==> src/rtl/lms_adaptive_fir.sv <==
// Time-multiplexed LMS adaptive FIR sharing one multiplier between filtering and weight update.
// Optional LMS_ADAPT_GATE_EN adds an adapt_en input that can freeze the weights per sample.
module lms_adaptive_fir #(
  parameter int TAPS     = 8,
  parameter int MU_SHIFT = 4,
  parameter int DW       = 24
) (
  input  logic          clk,
  input  logic          reset,
  input  logic          in_valid,
  input  logic [DW-1:0] x_in,
  input  logic [DW-1:0] d_in,
  output logic [DW-1:0] y_out,
  output logic [DW-1:0] e_out,
  output logic          out_valid,
  output logic          busy,
  output logic          overrun
`ifdef LMS_ADAPT_GATE_EN
  ,
  input  logic          adapt_en
`endif
);

  // state  | meaning
  // IDLE   | waiting for in_valid
  // FILTER | one tap per clock: acc += w[k]*x_dl[k]
  // ERROR  | scale/saturate y, form e, register outputs
  // UPDATE | one tap per clock: w[k] += (e*x_dl[k]) >>> (DW-1+MU_SHIFT)

  localparam int CW = $clog2(TAPS);
  localparam int AW = 2*DW + CW;
  localparam int SH = DW - 1 + MU_SHIFT;
  localparam logic [CW-1:0] LAST_K = CW'(TAPS - 1);
  localparam logic [DW-1:0] MAX_V  = {1'b0, {(DW-1){1'b1}}};
  localparam logic [DW-1:0] MIN_V  = {1'b1, {(DW-1){1'b0}}};

  typedef enum logic [1:0] {IDLE, FILTER, ERROR, UPDATE} state_t;

  state_t        state, state_nxt;
  logic [CW-1:0] cnt;
  logic          last_tap;
  logic [DW-1:0] w    [TAPS];
  logic [DW-1:0] x_dl [TAPS];
  logic [DW-1:0] d_reg;
  logic [AW-1:0] acc;
  logic [DW-1:0] op_a, op_b;
  logic [2*DW-1:0] prod;
  logic [AW-1:0] acc_sh;
  logic [DW-1:0] y_sat, e_sat, w_upd;
  logic [DW:0]   e_full, delta, w_sum;
  logic          adapt_q;

  function automatic logic [DW-1:0] sat_acc(input logic [AW-1:0] v);
    if (&v[AW-1:DW-1] || ~|v[AW-1:DW-1]) return v[DW-1:0];
    return v[AW-1] ? MIN_V : MAX_V;
  endfunction

  function automatic logic [DW-1:0] sat_one(input logic [DW:0] v);
    if (v[DW] == v[DW-1]) return v[DW-1:0];
    return v[DW] ? MIN_V : MAX_V;
  endfunction

  assign last_tap = (cnt == '0);

  // Operands are sign-extended to full width so the unsigned product is the exact signed product.
  assign prod   = {{DW{op_a[DW-1]}}, op_a} * {{DW{op_b[DW-1]}}, op_b};
  assign acc_sh = AW'($signed(acc) >>> (DW-1));
  assign y_sat  = sat_acc(acc_sh);
  assign e_full = {d_reg[DW-1], d_reg} - {y_sat[DW-1], y_sat};
  assign e_sat  = sat_one(e_full);
  assign delta  = (DW+1)'($signed(prod) >>> SH);
  assign w_sum  = {w[cnt][DW-1], w[cnt]} + delta;
  assign w_upd  = sat_one(w_sum);

`ifdef LMS_ADAPT_GATE_EN
  always_ff @(posedge clk or negedge reset) begin
    if (!reset)                          adapt_q <= 1'b0;
    else if (state == IDLE && in_valid)  adapt_q <= adapt_en;
  end
`else
  assign adapt_q = 1'b1;
`endif

  always_ff @(posedge clk or negedge reset) begin
    if (!reset) state <= IDLE;
    else        state <= state_nxt;
  end

  always_comb begin
    state_nxt = state;
    case (state)
      IDLE:    if (in_valid) state_nxt = FILTER;
      FILTER:  if (last_tap) state_nxt = ERROR;
      ERROR:   state_nxt = adapt_q ? UPDATE : IDLE;
      UPDATE:  if (last_tap) state_nxt = IDLE;
      default: state_nxt = IDLE;
    endcase
  end

  always_comb begin
    busy = (state != IDLE);
    op_a = (state == UPDATE) ? e_out : w[cnt];
    op_b = x_dl[cnt];
  end

  always_ff @(posedge clk or negedge reset) begin
    if (!reset) begin
      cnt       <= LAST_K;
      acc       <= '0;
      d_reg     <= '0;
      y_out     <= '0;
      e_out     <= '0;
      out_valid <= 1'b0;
      overrun   <= 1'b0;
      for (int k = 0; k < TAPS; k++) begin
        w[k]    <= '0;
        x_dl[k] <= '0;
      end
    end else begin
      out_valid <= 1'b0;
      if (in_valid && busy) overrun <= 1'b1;
      case (state)
        IDLE: if (in_valid) begin
          d_reg   <= d_in;
          x_dl[0] <= x_in;
          for (int k = 1; k < TAPS; k++) x_dl[k] <= x_dl[k-1];
          acc     <= '0;
          cnt     <= LAST_K;
        end
        FILTER: begin
          acc <= acc + {{CW{prod[2*DW-1]}}, prod};
          cnt <= last_tap ? LAST_K : cnt - 1'b1;
        end
        ERROR: begin
          y_out     <= y_sat;
          e_out     <= e_sat;
          out_valid <= 1'b1;
          cnt       <= LAST_K;
        end
        UPDATE: begin
          w[cnt] <= w_upd;
          cnt    <= last_tap ? LAST_K : cnt - 1'b1;
        end
        default: cnt <= LAST_K;
      endcase
    end
  end

endmodule
==> config.mk <==
export PLATFORM = sky130hd
export DESIGN_NAME = lms_adaptive_fir
export DESIGN_NICKNAME = d
export VERILOG_FILES = /design/src/rtl/lms_adaptive_fir.sv
export SDC_FILE = /design/constraint.sdc
export NUM_CORES = 2
export LEC_CHECK = 0
export ABC_AREA = 1
export CORE_ASPECT_RATIO = 0.9
export CORE_MARGIN = 2
export CORE_UTILIZATION = 30
export CTS_BUF_LIST = sky130_fd_sc_hd__clkbuf_8
export DETAILED_ROUTE_END_ITERATION = 7
export DONT_BUFFER_PORTS = 1
export GPL_TIMING_DRIVEN = 0
export PLACE_DENSITY = 0.42
export SYNTH_ARGS = -nofsm -noshare
export SYNTH_HDL_FRONTEND = slang
export SYNTH_SLANG_ARGS = --single-unit
==> constraint.sdc <==
create_clock -name clk -period 18.58 [get_ports clk]
set_clock_uncertainty 0.05 [all_clocks]
set_input_delay 5.574 -clock clk [delete_from_list [all_inputs] [get_ports clk]]
set_output_delay 5.574 -clock clk [all_outputs]
set_load 0.05 [all_outputs]
; After elaboration in Yosys (flattened, before gate mapping)
; Index checks and enable logic that the tools add are counted.
[word_totals]
out_inout_bits = 51
word_cells = 86
input_bits = 51
register_bits = 514
[op_classes]
n_mul = 1
n_addsub = 4
n_reduce_logical = 14
eq_ne = 8
bitwise = 1
mux = 32
n_lt_le_gt_ge = 2
[op_table]
columns = op, n
row1 = 2-to-1 mux 24 bit, 15
row2 = bitwise mux 192 bit, 1
row3 = binary-select mux 24 bit (select 3 bit), 2
row4 = one-hot mux 51 bit (2 select lines), 1
row5 = demux 24 bit (select 3 bit), 1
row6 = adder 51 bit, 1
row7 = 2-to-1 mux 51 bit, 1
row8 = multiplier 24 x 24 -> 48 bit, 1
row9 = adder 24 x 21 -> 25 bit, 1
row10 = subtractor 24 x 24 -> 25 bit, 1
row11 = one-hot mux 3 bit (3 select lines), 1
row12 = one-hot mux 2 bit (4 select lines), 1
row13 = 2-to-1 mux 2 bit, 3
row14 = 2-to-1 mux 3 bit, 2
row15 = "inequality test 2 bit, second input constant", 3
row16 = AND reduction 5 bit, 1
row17 = OR reduction 5 bit, 1
row18 = "== test 2 bit, second input constant", 2
row19 = ">= comparator 4 bit, second input constant", 1
row20 = "< comparator 4 x 1 -> 1 bit, second input constant", 1
row21 = 2-to-1 mux 1 bit, 4
row22 = NOT 3 -> 4 bit, 1
row23 = AND reduction 2 bit, 2
row24 = nonzero test 2 bit, 2
row25 = other kinds (10), 12

; Depth between registers and ports, before layout
[depth]
ltp_word = 11
ltp_mapped = 55

; Worst setup path after synthesis
; OpenSTA, ideal clock, no wires.
[synth_path]
path_kind = flip-flop to flip-flop
startpoint = register cnt[0]
endpoint = register w[0] in the netlist's numbering
stages_incl_launch_ff = 43
path_buffers = 5
arrival_time_ps = 9353
synth_period_minus_slack_ps = 9519
required_time_ps = 18413
path_slack_ps = 9061
cell_sequence = dfstp_2 > buf_4 > inv_4 > buf_4 > buf_4 > buf_2 > o21ai_0 > nand2_1 > nor3_1 > inv_1 > nor2_1 > fa_1 > fa_1 > inv_1 > fa_1 > inv_1 > fa_1 > fa_1 > [... 7 more ...] > inv_1 > nor4_1 > nand3_1 > nand3_1 > nand2_1 > nand3_1 > xor2_1 > ha_1 > a21oi_1 > o21ai_0 > a21oi_1 > nand3_4 > xor2_4 > nand2_4 > buf_12 > nand2_8 > nand2_1 > nand2_1
[synth_between]
elab_chain_len = 11
elab_cells_between_ends = 21
classes_between = 1 x add/sub / 1 x mul / 2 x order compare / 1 x eq/ne / 14 x mux / 1 x bitwise / 1 x reduce/logical
[synth_lines]
columns = element, line_no
row1 = "start, declared", 40  ; logic [CW-1:0] cnt;
row2 = "start signal, assigned", 132  ; cnt <= last_tap ? LAST_K : cnt - 1'b1;
row3 = "start signal, assigned", 142  ; cnt <= last_tap ? LAST_K : cnt - 1'b1;
row4 = NOT 3 -> 4 bit (not written as such) *, n/a
row5 = binary-select mux 24 bit (select 3 bit), "72, 102"
row6 = 2-to-1 mux 24 bit (not written as such) (2 in series), "72, 102"
row7 = 2-to-1 mux 24 bit, 102  ; op_a = (state == UPDATE) ? e_out : w[cnt];
row8 = multiplier 24 x 24 -> 48 bit, 66  ; assign prod = {{DW{op_a[DW-1]}}, op_a} * {{DW{op_b[DW-1]}}, op_b};
row9 = adder 24 x 21 -> 25 bit, 72  ; assign w_sum = {w[cnt][DW-1], w[cnt]} + delta;
row10 = == test 1 bit, 59  ; if (v[DW] == v[DW-1]) return v[DW-1:0];
row11 = 2-to-1 mux 1 bit, 59
row12 = 2-to-1 mux 24 bit, 60  ; return v[DW] ? MIN_V : MAX_V;
row13 = bitwise mux 192 bit *, 141  ; w[cnt] <= w_upd;
row14 = "end signal, assigned by index", 141
row15 = "end, declared", 42  ; logic [DW-1:0] w [TAPS];
; Mark *: on every way between the ends. The rest lies on a longest branch, timed or not. The select of a mux whose other input is x is not followed.
; A chain may end at the register's enable or synchronous reset.

; Final worst setup path
[layout_path]
startpoint = register cnt[0]
endpoint = register w[71] in the netlist's numbering
; Same word-level chain as after synthesis.

==> run metrics <==
Placeable Area=between 150000 and 200000 um^2; Most used DFF post-synth=dfrtp_1; clk buf depth=3; chip height=around 390 um; total CTS buffers=100; warnings from Yosys=0; clk_lat worst skew=roughly 0.87 ns; 1st-iter DRT viols=roughly 3400; number of fill cells=approximately 18000; syn_area_per_cell=7.90 um^2; Max transition margin=-0.00953; crit share post-route=0.705; Avg WL per Cell=around 23 um; Multi-input gate area=between 30000 and 40000 um^2; Final Util=0.332; status=finished, violations left; Root Buffer=clkbuf_8; DR pass1 iterations=6; Crit path arrival time=around 14 ns; dpl hpwl=163000 um; ys async rst share=1.00; largest area contributor in the netlist=dfrtp_1; Slew Limit Fails=55; Netlist cell types=67; Top cell by count, worst path=fa_1; commonest non-fill, non-tap cell in the layout=nand2_1; RSZ-0062 raised after global routing=no; full die area=~170000 um^2; row count=roughly 140; initial antenna violation count=8; layout cells sized above 1=0.0658; Final GP Congestion=0.927; Fin. Hold Viols=0; vias in the first global route=between 40000 and 50000; top area cells in the synthesized netlist=dfrtp_1 25%, fa_1 24%, nand2_1 13%, inv_1 7.5%, ha_1 6.1%; routed wire length=between 200000 and 250000 um; post-CTS resize count=0; Worst Hold Depth=2; WS Path Type=reg2reg; Hold WC Path Type=reg2reg; CTS tree=done; Synth Cell Area=just over 50000 um^2; worst-margin pin slew=1.51 ns; number of remaining DRC errors=0; Worst-path clk slew=about 0.060 ns; Top Registers=w: 192 flops, x_dl: 192 flops, acc: 51 flops; R2R cell count=38; H-tree depth=3; CTS sink cnt=around 510; flop and latch count out of synthesis=approximately 500; CP Data Required Time=about 19 ns; # setup viols final=0; maximum number of pins on one net before global-route repair=515; crit path time final=between 10 and 15 ns; Slowest cell on crit path=fa_1; Yosys top cell area share=0.253; f_max=76.3 MHz; Register Area=about 13000 um^2; Critical Path Sink Type=flip-flop; TNS Setup=0 ns; # IOs=between 100 and 150; commonest cells after routing, fill and taps aside=1721 x nand2_1, 1047 x inv_1, 679 x nor2_1; Syn Inst Count=6407; vias per inst=a little under 5; CP peak stage delay=~0.95 ns; syn nets=around 7300; Net count, final=around 7400; setup bufs post-CTS=0; Seq/Total Area, Yosys=0.254; Post-synth EDFFs=0; first-pass GRT wire length=300000 um; Tot GR Track Use=0.235; antenna-violating nets left=0; Max FO, Critical Path=10; Post-CTS Hold Fix Bufs=0; max-cap check violation count=0; Initial Utilization=0.303; Layout area overhead=9.68%; GRT overflow=0; I/O Buffers=0; chip width=roughly 440 um; violated checks=slew limit; total number of vias=approximately 43000; worst hold margin=0.423 ns; startpoint types=flip-flop
critical path, delay by kind of cell, from the launching register on:
| kind | cells | cell delay, ns |
|---|---|---|
| adders and majority gates | 9 | 4.95 |
| and+or+nand+nor | 11 | 2.84 |
| buffers and inverters | 10 | 2.28 |
| xor gates and xnor gates | 2 | 1.24 |
| AOI/OAI and AO/OA | 6 | 1.01 |
| DFF | 1 | 0.52 |
through the flow:
stage,instances,setup slack (ns),cell area (um^2)
3_5_place_dp,8649,5.49,53500
4_1_cts,8825,5.41,55500
3_3_place_gp,8639,4.98,53400
6_report,8827,5.48,55500
2_1_floorplan,6407,9.06,50600
5_1_grt,8827,4.81,55500
cells by family after synthesis:
logic type | after synthesis | share of synthesized area
adders and majority gates | 856 | 0.302
xor gates and xnor gates | 95 | 0.0172
DFF | 514 | 0.254
buffers and inverters | 1274 | 0.0998
and+or+nand+nor | 2701 | 0.220
AOI/OAI and AO/OA | 967 | 0.107
cell type report:
type	instances	area share
flip-flops and latches	514	0.232
multi-input cells	4619	0.590
repair buffers	10	0.00144
plain buffers	252	0.0218
well taps	2232	0.0503
diodes	2	0.0000902
clock buffers	121	0.0300
clock inverters	55	0.00566
inverters	1022	0.0692
layer usage:
metal	global-route usage	part of all wire
met3	0.0348	0.053
met1	0.341	0.47
met5	0	0
met2	0.365	0.44
met4	0.0654	0.029
path summary, 6_finish.rpt:
| check | start | endpoint | slack [ns] |
|---|---|---|---|
| setup / recovery | cnt[0] | w[71] | 5.48 |
| hold / removal | w[62] | w[62] | 0.42 |
| setup reg to reg | cnt[0] | w[71] | 5.48 |
| hold reg to reg | w[62] | w[62] | 0.42 |
| max in group asynchronous | reset | x_dl[27] | 12.86 |
| min in group asynchronous | reset | w[128] | 4.42 |
cell usage after synthesis, drive strengths merged, types with 5 or more instances:
library cell     n
a2111oi         10
a21boi           7
a21o            28
a21oi          262
a221oi          13
a31oi           21
and3             5
buf            150
clkbuf         102
dfrtp          511
fa             610
ha             246
inv           1020
nand2         1766
nand3          104
nand3b           5
nand4           25
nor2           682
nor3            61
nor4            20
o211ai          17
o21a             5
o21ai          538
o21bai          19
o221ai          16
o22ai           16
o31ai            6
or2             28
xnor2           33
xor2            62
Power is left out: the tool's default activity adds up to more than one toggle a clock period on the data nets, which glitch-free logic cannot reach.
